File: src/rtl/relojes_pkg.sv
// Shared types and constants for the PLL-consumer clock enable sequencer.
package relojes_pkg;

    typedef enum logic [1:0] {
        WAIT_LOCK,
        STABLE,
        HOLD,
        RUN
    } seq_state_t;

    localparam int         DIV_BITS = 3;
    localparam logic [3:0] LOSS_MAX = 4'd15;

    // Counter width for a terminal count of n-1; never narrower than one bit.
    function automatic int cnt_width(input int n);
        return (n > 1) ? $clog2(n) : 1;
    endfunction

endpackage

File: src/rtl/clock_enable_sequencer_sync_2ff.sv
// Single-bit two-flop synchroniser with a synchronous active-low clear to 0.
module sync_2ff (
    input  logic clk,
    input  logic resetb,
    input  logic d,
    output logic q
);

    logic meta;

    always_ff @(posedge clk) begin
        if (!resetb) begin
            meta <= 1'b0;
            q    <= 1'b0;
        end else begin
            meta <= d;
            q    <= meta;
        end
    end

endmodule

File: src/rtl/clock_enable_sequencer.sv
// Holds system reset until PLL lock is stable, then issues /2, /4, /8 clock enables;
// drops back to reset on lock loss and counts those losses.
module clock_enable_sequencer
    import relojes_pkg::*;
#(
    parameter int LOCK_STABLE_CYCLES = 1024,
    parameter int RESET_HOLD_CYCLES  = 16
) (
    input  logic       CLK,
    input  logic       RESETB,
    input  logic       PLL_LOCK,
    output logic       SYS_RESETB,
    output logic       READY,
    output logic       CE_DIV2,
    output logic       CE_DIV4,
    output logic       CE_DIV8,
    output logic [3:0] LOSS_COUNT
);

    localparam int STABLE_W = cnt_width(LOCK_STABLE_CYCLES);
    localparam int HOLD_W   = cnt_width(RESET_HOLD_CYCLES);
    localparam logic [STABLE_W-1:0] STABLE_LAST = STABLE_W'(LOCK_STABLE_CYCLES - 1);
    localparam logic [HOLD_W-1:0]   HOLD_LAST   = HOLD_W'(RESET_HOLD_CYCLES - 1);

    seq_state_t          state;
    logic                lock_s;
    logic [STABLE_W-1:0] stable_cnt;
    logic [HOLD_W-1:0]   hold_cnt;
    logic [DIV_BITS-1:0] div_cnt;
    logic [DIV_BITS-1:0] div_next;

    sync_2ff u_lock_sync (
        .clk    (CLK),
        .resetb (RESETB),
        .d      (PLL_LOCK),
        .q      (lock_s)
    );

    assign div_next = div_cnt + DIV_BITS'(1);

    // Outputs are registered from the next state, so they switch on the same edge as the FSM.
    always_ff @(posedge CLK) begin
        if (!RESETB) begin
            state      <= WAIT_LOCK;
            stable_cnt <= '0;
            hold_cnt   <= '0;
            div_cnt    <= '0;
            SYS_RESETB <= 1'b0;
            READY      <= 1'b0;
            CE_DIV2    <= 1'b0;
            CE_DIV4    <= 1'b0;
            CE_DIV8    <= 1'b0;
            LOSS_COUNT <= 4'd0;
        end else begin
            SYS_RESETB <= 1'b0;
            READY      <= 1'b0;
            CE_DIV2    <= 1'b0;
            CE_DIV4    <= 1'b0;
            CE_DIV8    <= 1'b0;
            div_cnt    <= '0;
            case (state)
                WAIT_LOCK: begin
                    if (lock_s) begin
                        state      <= STABLE;
                        stable_cnt <= '0;
                    end
                end
                STABLE: begin
                    if (!lock_s) begin
                        state <= WAIT_LOCK;
                    end else if (stable_cnt == STABLE_LAST) begin
                        state    <= HOLD;
                        hold_cnt <= '0;
                    end else begin
                        stable_cnt <= stable_cnt + STABLE_W'(1);
                    end
                end
                HOLD: begin
                    if (!lock_s) begin
                        state <= WAIT_LOCK;
                    end else if (hold_cnt == HOLD_LAST) begin
                        state      <= RUN;
                        SYS_RESETB <= 1'b1;
                        READY      <= 1'b1;
                    end else begin
                        hold_cnt <= hold_cnt + HOLD_W'(1);
                    end
                end
                RUN: begin
                    if (!lock_s) begin
                        state <= WAIT_LOCK;
                        if (LOSS_COUNT != LOSS_MAX) begin
                            LOSS_COUNT <= LOSS_COUNT + 4'd1;
                        end
                    end else begin
                        SYS_RESETB <= 1'b1;
                        READY      <= 1'b1;
                        div_cnt    <= div_next;
                        CE_DIV2    <= div_next[0];
                        CE_DIV4    <= &div_next[1:0];
                        CE_DIV8    <= &div_next;
                    end
                end
                default: state <= WAIT_LOCK;
            endcase
        end
    end

endmodule

File: config.mk
export PLATFORM = sky130hd
export DESIGN_NAME = clock_enable_sequencer
export DESIGN_NICKNAME = d
export VERILOG_FILES = /design/src/rtl/relojes_pkg.sv /design/src/rtl/clock_enable_sequencer_sync_2ff.sv /design/src/rtl/clock_enable_sequencer.sv
export SDC_FILE = /design/constraint.sdc
export NUM_CORES = 1
export LEC_CHECK = 0
export CAP_MARGIN = 0
export CORE_MARGIN = 10
export CORE_UTILIZATION = 50
export CTS_CLUSTER_DIAMETER = 60
export CTS_CLUSTER_SIZE = 10
export DETAILED_ROUTE_END_ITERATION = 6
export PLACE_DENSITY = 0.79
export SYNTH_ARGS = -nofsm -noshare
export SYNTH_HDL_FRONTEND = slang
export SYNTH_HIERARCHICAL = 1
export SYNTH_SLANG_ARGS = --single-unit
File: constraint.sdc
create_clock -name CLK -period 1.6 [get_ports CLK]
set_clock_uncertainty 0.05 [all_clocks]
set_input_delay 0.24 -clock CLK [delete_from_list [all_inputs] [get_ports CLK]]
set_output_delay 0.24 -clock CLK [all_outputs]
set_load 0.03 [all_outputs]
======== Yosys cells after proc, flatten, opt, wreduce, memory -nomap -nowiden ========
Index checks and enable logic that the tools add are counted.
storage, ports and cells
  input bits .............................. 3
  flip-flop bits (word level) ............. 29
cells by class
  reductions and logical operators ........ 10
  add/sub/neg operators ................... 4
  muxes and demuxes ....................... 20
  equality and inequality tests ........... 15
  bitwise gates (word level) .............. 1
operator list
  kind                   number
  $mux 10                3
  $pmux 10 s2            1
  $mux 4                 4
  $mux 2                 6
  $add 10x1->10 const B  1
  $eq 10x10->1 const B   1
  $reduce_and 3->1       3
  $add 4x1->4 const B    2
  $ne 2x2->1 const B     4
  $pmux 2 s4             1
  $pmux 4 s2             1
  $reduce_and 4->1       2
  $ne 2x1->1 const B     3
  $ne 3x3->1 const B     2
  $reduce_and 5->1       1
  $eq 2x2->1 const B     2
  $eq 4x4->1 const B     1
  $ne 4x4->1 const B     1
  $reduce_bool 2->1      2
  $add 3x1->3 const B    1
  $mux 1                 3
  $eq 2x1->1 const B     1
  $logic_not 2->1        1
  $pmux 1 s2             1
  2 further kinds        2

======== Depth between registers and ports, before layout ========
Gate-level depths: netlist (run 1).
  word-level depth ........................ 4
  gate-level depth with buffers ........... 5
  depth with buffers taken out ............ 5

======== Cells and area by module ========
Netlist (run 1), hierarchy kept.
modules (own cells, without submodules)
  module                  area each (um^2)  cells each  instances
  clock_enable_sequencer  1320.0            141         1
  sync_2ff                52.6              4           1

======== Worst setup path after synthesis (run 1) ========
No wires, ideal clock.
  kind .................................... register -> register
  from .................................... register LOSS_COUNT[0]
  to ...................................... register LOSS_COUNT[2]
  stages on the path, launching flop included .. 6
  required time ........................... 1435 ps
  arrival ................................. 1637 ps
  setup slack ............................. -202 ps
  buffers on the path ..................... 0
  cell sequence ........................... dfxtp_1 > ha_1 > and3_1 > or4b_1 > xnor2_1 > and2_1
between the ends
  cells in the longest elaborated chain, start to end .. 2
ends and longest elaborated chain
  item                                                                 line                          source
  start, declared                                                      clock_enable_sequencer.sv:17  output logic [3:0] LOSS_COUNT
  start signal, assigned                                               clock_enable_sequencer.sv:93  LOSS_COUNT <= LOSS_COUNT + 4'd1;
  parallel branches: the longest is 2 deep, another holds $add 4x1->4  --
Several ways; the timed one is not identified.
A chain may end at the register's enable or synchronous reset.

======== Worst setup path in the final report (run 1) ========
  from .................................... register LOSS_COUNT[1]
  to ...................................... register LOSS_COUNT[2]
Same word-level chain as after synthesis.

==> results by group, run 1 <==
Timing
  – Relative slew slack: 0.777
  – Max Freq: 0.622 GHz
  – RSZ-0062 raised after global routing: yes
  – Final period util: 1.00
  – Actual slew at the worst max-slew pin: 0.332 ns
  – Final worst slack: -0.00658 ns
  – Setup violators final: 1
  – Final Max Tran Viols: 0
  – Min Tclk post-route: 1.61 ns
  – Final hold vios: 0

Cells and area
  – Post-layout util: 0.677
  – Antenna fix cells: 0
  – Area of the multi-input gates: 827 um^2
  – Final non-filler cell total: 202
  – Area added between synthesis and finish: 25.5%
  – Fill count: 214
  – Register area: 573 um^2
  – Share of layout cells above drive strength 1: 0.244
  – Final nets: 181

Critical path
  – Reg-to-Reg End: LOSS_COUNT[2]
  – Critical Path RT: 1.79 ns
  – CP Capture Type: flop
  – Critical path class: reg2reg
  – Arrival time at the worst endpoint: 1.80 ns
  – CP startpoint kind: flop
  – Critical path's largest stage delay: 0.48 ns
  – Worst reg2reg setup slack: -0.007 ns
  – FF-to-FF Start: LOSS_COUNT[1]
  – Worst-path fanout max: 3
  – CP delay by family, top: simple AND/OR/NAND/NOR gates
  – CP cell instances: ha_4, and3_4, or4b_4, xnor2_1, and2_1
  – Slowest stage cell on the critical path: or4b_4
  – Cell depth of the worst flop-to-flop path: 5
  – WP buf/inv: 0

Clock network
  – Root Driver: clkbuf_4
  – CTS tree: built
  – Sink Count: 28
  – # hold bufs at CTS: 0
  – Num CTS Buffers: 3
  – CTS H-tree depth: 1
  – Latest clock arrival within the worst-skew pair: 0.33 ns
  – CTS Buffer Depth: 2
  – Reg clk slew, reported paths: 0.15 ns

Worst hold path
  – Hold_sp: u_lock_sync/meta
  – End of the worst hold path: u_lock_sync/q
  – Hold path cells: 1
  – HP Class: reg2reg

Detailed routing
  – Initial DRC count: 49
  – Via count: 1155
  – Routed vias/inst: 5.72
  – WL final: 3100 um
  – Final ANT Viol Nets: 0
  – WL/cell: 15.3 um
  – DR pass1 iterations: 4
  – Drt drc: 0

Floorplanning
  – Initial Utilization: 0.539
  – Die height: 72.4 um
  – Site row count: 18
  – Die ar.: 5240 um^2
  – Core area: 2540 um^2
  – Die Wd: 72.4 um
  – I/O pin cnt: 12

Synth
  – Avg Inst Size Synth: 9.47 um^2
  – Ys Warns: 6
  – Mapped Area: 1370 um^2
  – Synth Register Bits: 28
  – Post-synthesis sequential area ratio: 0.408
  – Mapped Nets: 153
  – EDFF count, synth: 0
  – Synth top area share: 0.408
  – Yosys top cell by area: dfxtp_1
  – Cell count after synthesis: 145
  – Top post-synthesis cells by area: dfxtp_1, xnor2_1, ha_1
  – Asr flop ratio synth: 0
  – Count of cell types in the netlist: 45
  – Post-synth top flop: dfxtp_1

Global route
  – Largest net degree at the start of global routing: 16
  – Met3 Usage GRT: 0.0218
  – Initial antenna violation count: 0
  – Gr busiest metal: met2
  – Met1 GRT Util: 0.138
  – Number of global-route vias before repair: 1222
  – Gr usage total: 0.121
  – First-pass GRT wire length: 5350 um
  – GR Util met2: 0.213
  – GRT overflow: 0

Place
  – Port Buffers: 11
  – Detailed placer's ending HPWL: 2300 um
  – Placed cells: 193
  – RD Place Congestion: 0.820

Run
  – Max Cap Violations: 0

Power and ir drop
  – Peak VDD IR: 0.000541 V
  – P per Cell Area: 638 nW/um^2
  – Leakage: 0.683 nW

Outcome
  – Failing checks: negative setup slack
  – Status: finished with violations
Yosys cell counts, drive strengths merged, types with 2 or more instances:
cell / count
nand4: 4
xnor2: 8
a31oi: 2
and3: 2
nor3: 4
ha: 5
inv: 5
and2: 5
buf: 4
and4: 2
dfxtp: 28
nor2: 12
a21oi: 4
a2111oi: 2
nor2b: 5
nand3b: 2
nand4b: 2
o21ai: 6
nand2b: 3
or3: 3
nor4: 2
nand3: 8
o31ai: 2
nand2: 7
a311oi: 3
timing repair:
action / in CTS / in global routing
endpoints found under the setup margin: 13 / 10
resized for setup: 14 / 10
pin swaps: 2 / 6
buffers inserted: 4 / 1
how the worst max path moves through the flow:
stage / from / endpoint / slack [ns] / cells after the start
finish: LOSS_COUNT[1] / LOSS_COUNT[2] / -0.007 / 5
global route: stable_cnt[0] / stable_cnt[4] / -0.06 / 5
CTS: stable_cnt[1] / stable_cnt[8] / 0.002 / 5
detailed placement: stable_cnt[0] / stable_cnt[0] / -0.05 / 6
global placement: LOSS_COUNT[1] / LOSS_COUNT[2] / 0.03 / 5
floorplan: LOSS_COUNT[1] / LOSS_COUNT[2] / -0.02 / 5
layout by cell type, fill, tap and decap left out, drive strengths merged, types with 2 or more instances in the layout:
master / n
nand2b: 3
nand3b: 2
o31ai: 2
inv: 5
buf: 17
or3: 3
nor4: 2
nand4b: 2
clkdlybuf4s50: 2
nor2: 12
a311oi: 3
a21oi: 4
xnor2: 8
nand4: 4
nor3: 4
a2111oi: 2
nand3: 8
clkbuf: 4
ha: 5
and4: 2
and2: 5
a31oi: 2
and3: 2
o21ai: 6
dlygate4sd2: 9
nand2: 7
dfxtp: 28
nor2b: 5
per-stage QoR:
step	power (W)	setup slack [ns]	setup TNS (ns)	hold WS, ns	instance area, um^2
after floorplan	0.000737	-0.0170	-0.0170	0.312	1410
after global placement	0.000760	0.0346	0	0.361	1620
after detailed placement	0.000762	-0.0469	-0.0884	0.366	1620
after CTS	0.00110	0.00245	0	0.400	1690
after global routing	0.00114	-0.0641	-0.171	0.424	1720
final	0.00110	-0.00658	-0.00658	0.394	1720
report_power, final:
part           switching, W  internal [W]   total, W  leakage, nW
Clock              0.000207      0.000139   0.000346       0.0210
Sequential       0.00000435      0.000698   0.000703        0.230
Combinational     0.0000261     0.0000244  0.0000504        0.432
Total              0.000237      0.000862    0.00110        0.683
registers in the layout, indices dropped and copies added, names as in the netlist:
register          count
u_lock_sync/q         1
u_lock_sync/meta      1
LOSS_COUNT            4
stable_cnt           10
hold_cnt              4
state                 2
CE_DIV8               1
READY                 1
CE_DIV4               1
div_cnt               3
layer usage:
layer	up-vias	wire (um)
met2	10	1630
met5	-	0
li1	583	-
met1	558	1360
met4	0	28
met3	4	77
cell families after synthesis:
group / count (synthesis) / share of synthesized area
XOR/XNOR: 9 / 0.0574
adder cells (fa/ha/maj): 5 / 0.0456
buffers and inverters: 10 / 0.0374
AND/OR/NAND/NOR: 68 / 0.298
flip-flops: 28 / 0.408
multiplexers: 1 / 0.00729
AO/OA/AOI/OAI: 24 / 0.146
area by class of cell:
class                           instances  area share
Inverter                                5      0.0109
Sequential cell                        28       0.333
Tap cell                               30      0.0218
Multi-Input combinational cell        107       0.480
Timing Repair Buffer                   28       0.134
Clock buffer                            4      0.0211
Power figures use the tool's default switching activity.
==> run 2, diff against run 1 <==
--- a/config.mk
+++ b/config.mk
@@ -5,13 +5,15 @@
 export SDC_FILE = /design/constraint.sdc
 export NUM_CORES = 1
 export LEC_CHECK = 0
+export ABC_AREA = 1
 export CAP_MARGIN = 0
 export CORE_MARGIN = 10
-export CORE_UTILIZATION = 50
+export CORE_UTILIZATION = 51
 export CTS_CLUSTER_DIAMETER = 60
 export CTS_CLUSTER_SIZE = 10
 export DETAILED_ROUTE_END_ITERATION = 6
-export PLACE_DENSITY = 0.79
+export PLACE_DENSITY = 0.8
+export SKIP_CTS_REPAIR_TIMING = 1
 export SYNTH_ARGS = -nofsm -noshare
 export SYNTH_HDL_FRONTEND = slang
 export SYNTH_HIERARCHICAL = 1
==> run 2 against run 1 <==
The run now ends clean. Design area is 2.6% lower. Sequential share of layout area increased by 0.45 points. Worst setup slack better by 0.15 ns. Global-route usage is 2.0 points lower. Count of clock-buffer cells in the layout is 1 lower. Fmax rose by 10%. Non-clock buffer count is 15 lower. Critical path depth up 3. Wire length down 13%. Critical path type unchanged.
==> results by group, run 2 <==
Outcome
  – Status: completed

Critical path
  – Worst setup path start: stable_cnt[0]
  – Critical Path RT: 1.78 ns (about the same)
  – CP startpoint kind: flop
  – Worst-path fanout max: 8 (+5)
  – Arrival time at the worst endpoint: 1.63 ns (-0.17 ns)
  – FF-to-FF Start: stable_cnt[0]
  – Critical path class: reg2reg
  – CP Capture Type: flop

Global route
  – Largest net degree at the start of global routing: 17 (+1)
  – Gr usage total: 0.100 (-0.0203)
  – Initial antenna violation count: 0 (unchanged)
  – Number of global-route vias before repair: 1106 (-9.5%)
  – First-pass GRT wire length: 4570 um (-15%)
  – GRT overflow: 0 (unchanged)

Synth
  – Count of cell types in the netlist: 24 (-47%)
  – Asr flop ratio synth: 0 (unchanged)
  – Yosys top cell by area: dfxtp_1
  – Cell count after synthesis: 207 (+43%)
  – EDFF count, synth: 0 (unchanged)
  – Most numerous cell in the Yosys netlist: nand2_1
  – Top cells by count, synth: nand2_1, nor2_1, inv_1
  – Synth top area share: 0.395 (-0.0130)
  – Mapped Nets: 215 (+41%)
  – Mapped Area: 1420 um^2 (+3.3%)
  – Avg Inst Size Synth: 6.85 um^2 (-28%)
  – Post-synth top flop: dfxtp_1
  – Post-synthesis sequential area ratio: 0.395 (-0.0130)
  – Synth Register Bits: 28 (unchanged)
  – Top post-synthesis cells by area: dfxtp_1, nand2_1, nor2_1
  – Ys Warns: 6 (unchanged)

Clock network
  – Num CTS Buffers: 3 (unchanged)
  – CTS tree: built
  – Root Driver: clkbuf_4
  – Latest clock arrival within the worst-skew pair: 0.32 ns (about the same)
  – Reg clk slew, reported paths: 0.15 ns (about the same)
  – Sink Count: 28 (unchanged)
  – CTS H-tree depth: 1 (unchanged)
  – CTS Buffer Depth: 2 (unchanged)

Place
  – Detailed placer's ending HPWL: 1990 um (-13%)
  – RD Place Congestion: 0.829 (+1.1%)
  – Worst setup slack after placement: 0.0835 ns (+0.130 ns)
  – Port Buffers: 11 (unchanged)

Timing
  – Setup violators final: 0 (-1)
  – Relative slew slack: 0.680 (-0.0966)
  – Final worst slack: 0.143 ns (+0.149 ns)
  – Actual slew at the worst max-slew pin: 0.477 ns (+0.145 ns)
  – Final Max Tran Viols: 0 (unchanged)
  – RSZ-0062 raised after global routing: no
  – Final hold vios: 0 (unchanged)
  – Min Tclk post-route: 1.46 ns (-0.149 ns)
  – Final period util: 0.911 (-0.0933)
  – Max Freq: 0.686 GHz (+10%)

Cells and area
  – Share of layout cells above drive strength 1: 0.108 (-0.136)
  – Antenna fix cells: 0 (unchanged)
  – Most frequent cells in the layout: nand2_1, inv_1, nor2_1
  – Biggest register: stable_cnt
  – Max reg flops: 10 (unchanged)
  – Area added between synthesis and finish: 18.4%
  – Biggest regs: stable_cnt x10, LOSS_COUNT x4, hold_cnt x4
  – Most common cell after layout, fill and taps aside: nand2_1
  – Final nets: 231 (+28%)
  – Post-layout util: 0.619 (-0.0579)

Detailed routing
  – WL/cell: 10.7 um (-30%)
  – Routed vias/inst: 4.98 (-13%)
  – Via count: 1259 (+9.0%)
  – WL final: 2700 um (-13%)
  – Drt drc: 0 (unchanged)
  – DR pass1 iterations: 5 (+1)
  – Final ANT Viol Nets: 0 (unchanged)
  – Initial DRC count: 91 (+86%)

Power and ir drop
  – Leakage: 0.846 nW (+24%)
  – Peak VDD IR: 0.000989 V (+83%)
  – P per Cell Area: 994 nW/um^2 (+56%)
  – Post-layout total power: 0.00167 W (+52%)

Floorplanning
  – I/O pin cnt: 12 (unchanged)
  – Initial Utilization: 0.523 (-0.0162)
  – Core area: 2710 um^2 (+6.5%)
  – Die ar.: 5290 um^2 (+0.90%)
  – Site row count: 19 (+1)
  – Die height: 72.7 um (+0.45%)
  – Die Wd: 72.7 um (+0.45%)

Worst hold path
  – HP Class: in2reg
  – Hold_sp: PLL_LOCK

Run
  – Max Cap Violations: 0 (unchanged)
## run 2: cell count changes after synthesis, moves of 5 or more
| cell | before | now |
|---|---|---|
| nand2_1 | 7 | 43 |
| inv_1 | 5 | 29 |
| nor2_1 | 12 | 30 |
| nand3_1 | 8 | 22 |
| a21oi_1 | 4 | 13 |
| xnor2_1 | 8 | 1 |
| and2_1 | 5 | 0 |
| nor2b_1 | 5 | 0 |
## run 2: metrics by stage
step | std cells | TNS [ns] | hold WS (ns) | cell area (um^2)
after floorplan | 207 | 0 | 0.283 | 1420
after global routing | 253 | 0 | 0.397 | 1680
after detailed placement | 249 | 0 | 0.349 | 1570
after global placement | 249 | 0 | 0.339 | 1570
final | 253 | 0 | 0.369 | 1680
after CTS | 253 | -0.781 | 0.363 | 1620
## run 2: critical path: stages, from the launching register on
cell and delay, ns:
dfxtp_4 0.40, ha_4 0.15, nand2_2 0.07, nor2_4 0.14, nand4_4 0.19, nand2_4 0.16
nand2_1 0.07, nand2_1 0.08, a21oi_1 0.06
## run 2: path summary, 6_finish.rpt
kind,slack [ns],to,cells past startpoint
worst max-delay path,0.14,hold_cnt[1],8
worst max register to register,0.14,hold_cnt[1],8
worst min-delay path,0.37,u_lock_sync/meta,3
worst min register to register,0.37,u_lock_sync/q,2
## run 2: area by class of cell
cell class	count	area [um^2]
clock inverter	1	30.0
multi-input combinational	144	749
inverter	33	124
fill	234	1030
tap	31	38.8
clock buffer	3	22.5
sequential	28	566
timing repair buffer	13	148
## run 2: per-layer routing
| metal | vias up | track usage | part of all wire |
|---|---|---|---|
| li1 | 688 | - | - |
| met1 | 544 | 0.129 | 0.49 |
| met5 | - | 0 | 0 |
| met3 | 4 | 0.0218 | 0.031 |
| met2 | 23 | 0.164 | 0.47 |
| met4 | 0 | 0.0274 | 0.0078 |
## run 2: power by group
group          switching, W  internal [W]
Clock              0.000206      0.000253
Combinational      0.000279      0.000129
Sequential        0.0000543      0.000745
Total              0.000540       0.00113
## run 2: cell families (layout without fill, tap and decap cells)
group | after synthesis | after routing | share of synthesized area
buf+inv | 35 | 50 | 0.0953
compound gates | 27 | 27 | 0.0997
flops | 28 | 28 | 0.395
xor+xnor | 1 | 1 | 0.00618
simple gates | 111 | 111 | 0.359
fa+ha+maj | 5 | 5 | 0.0441
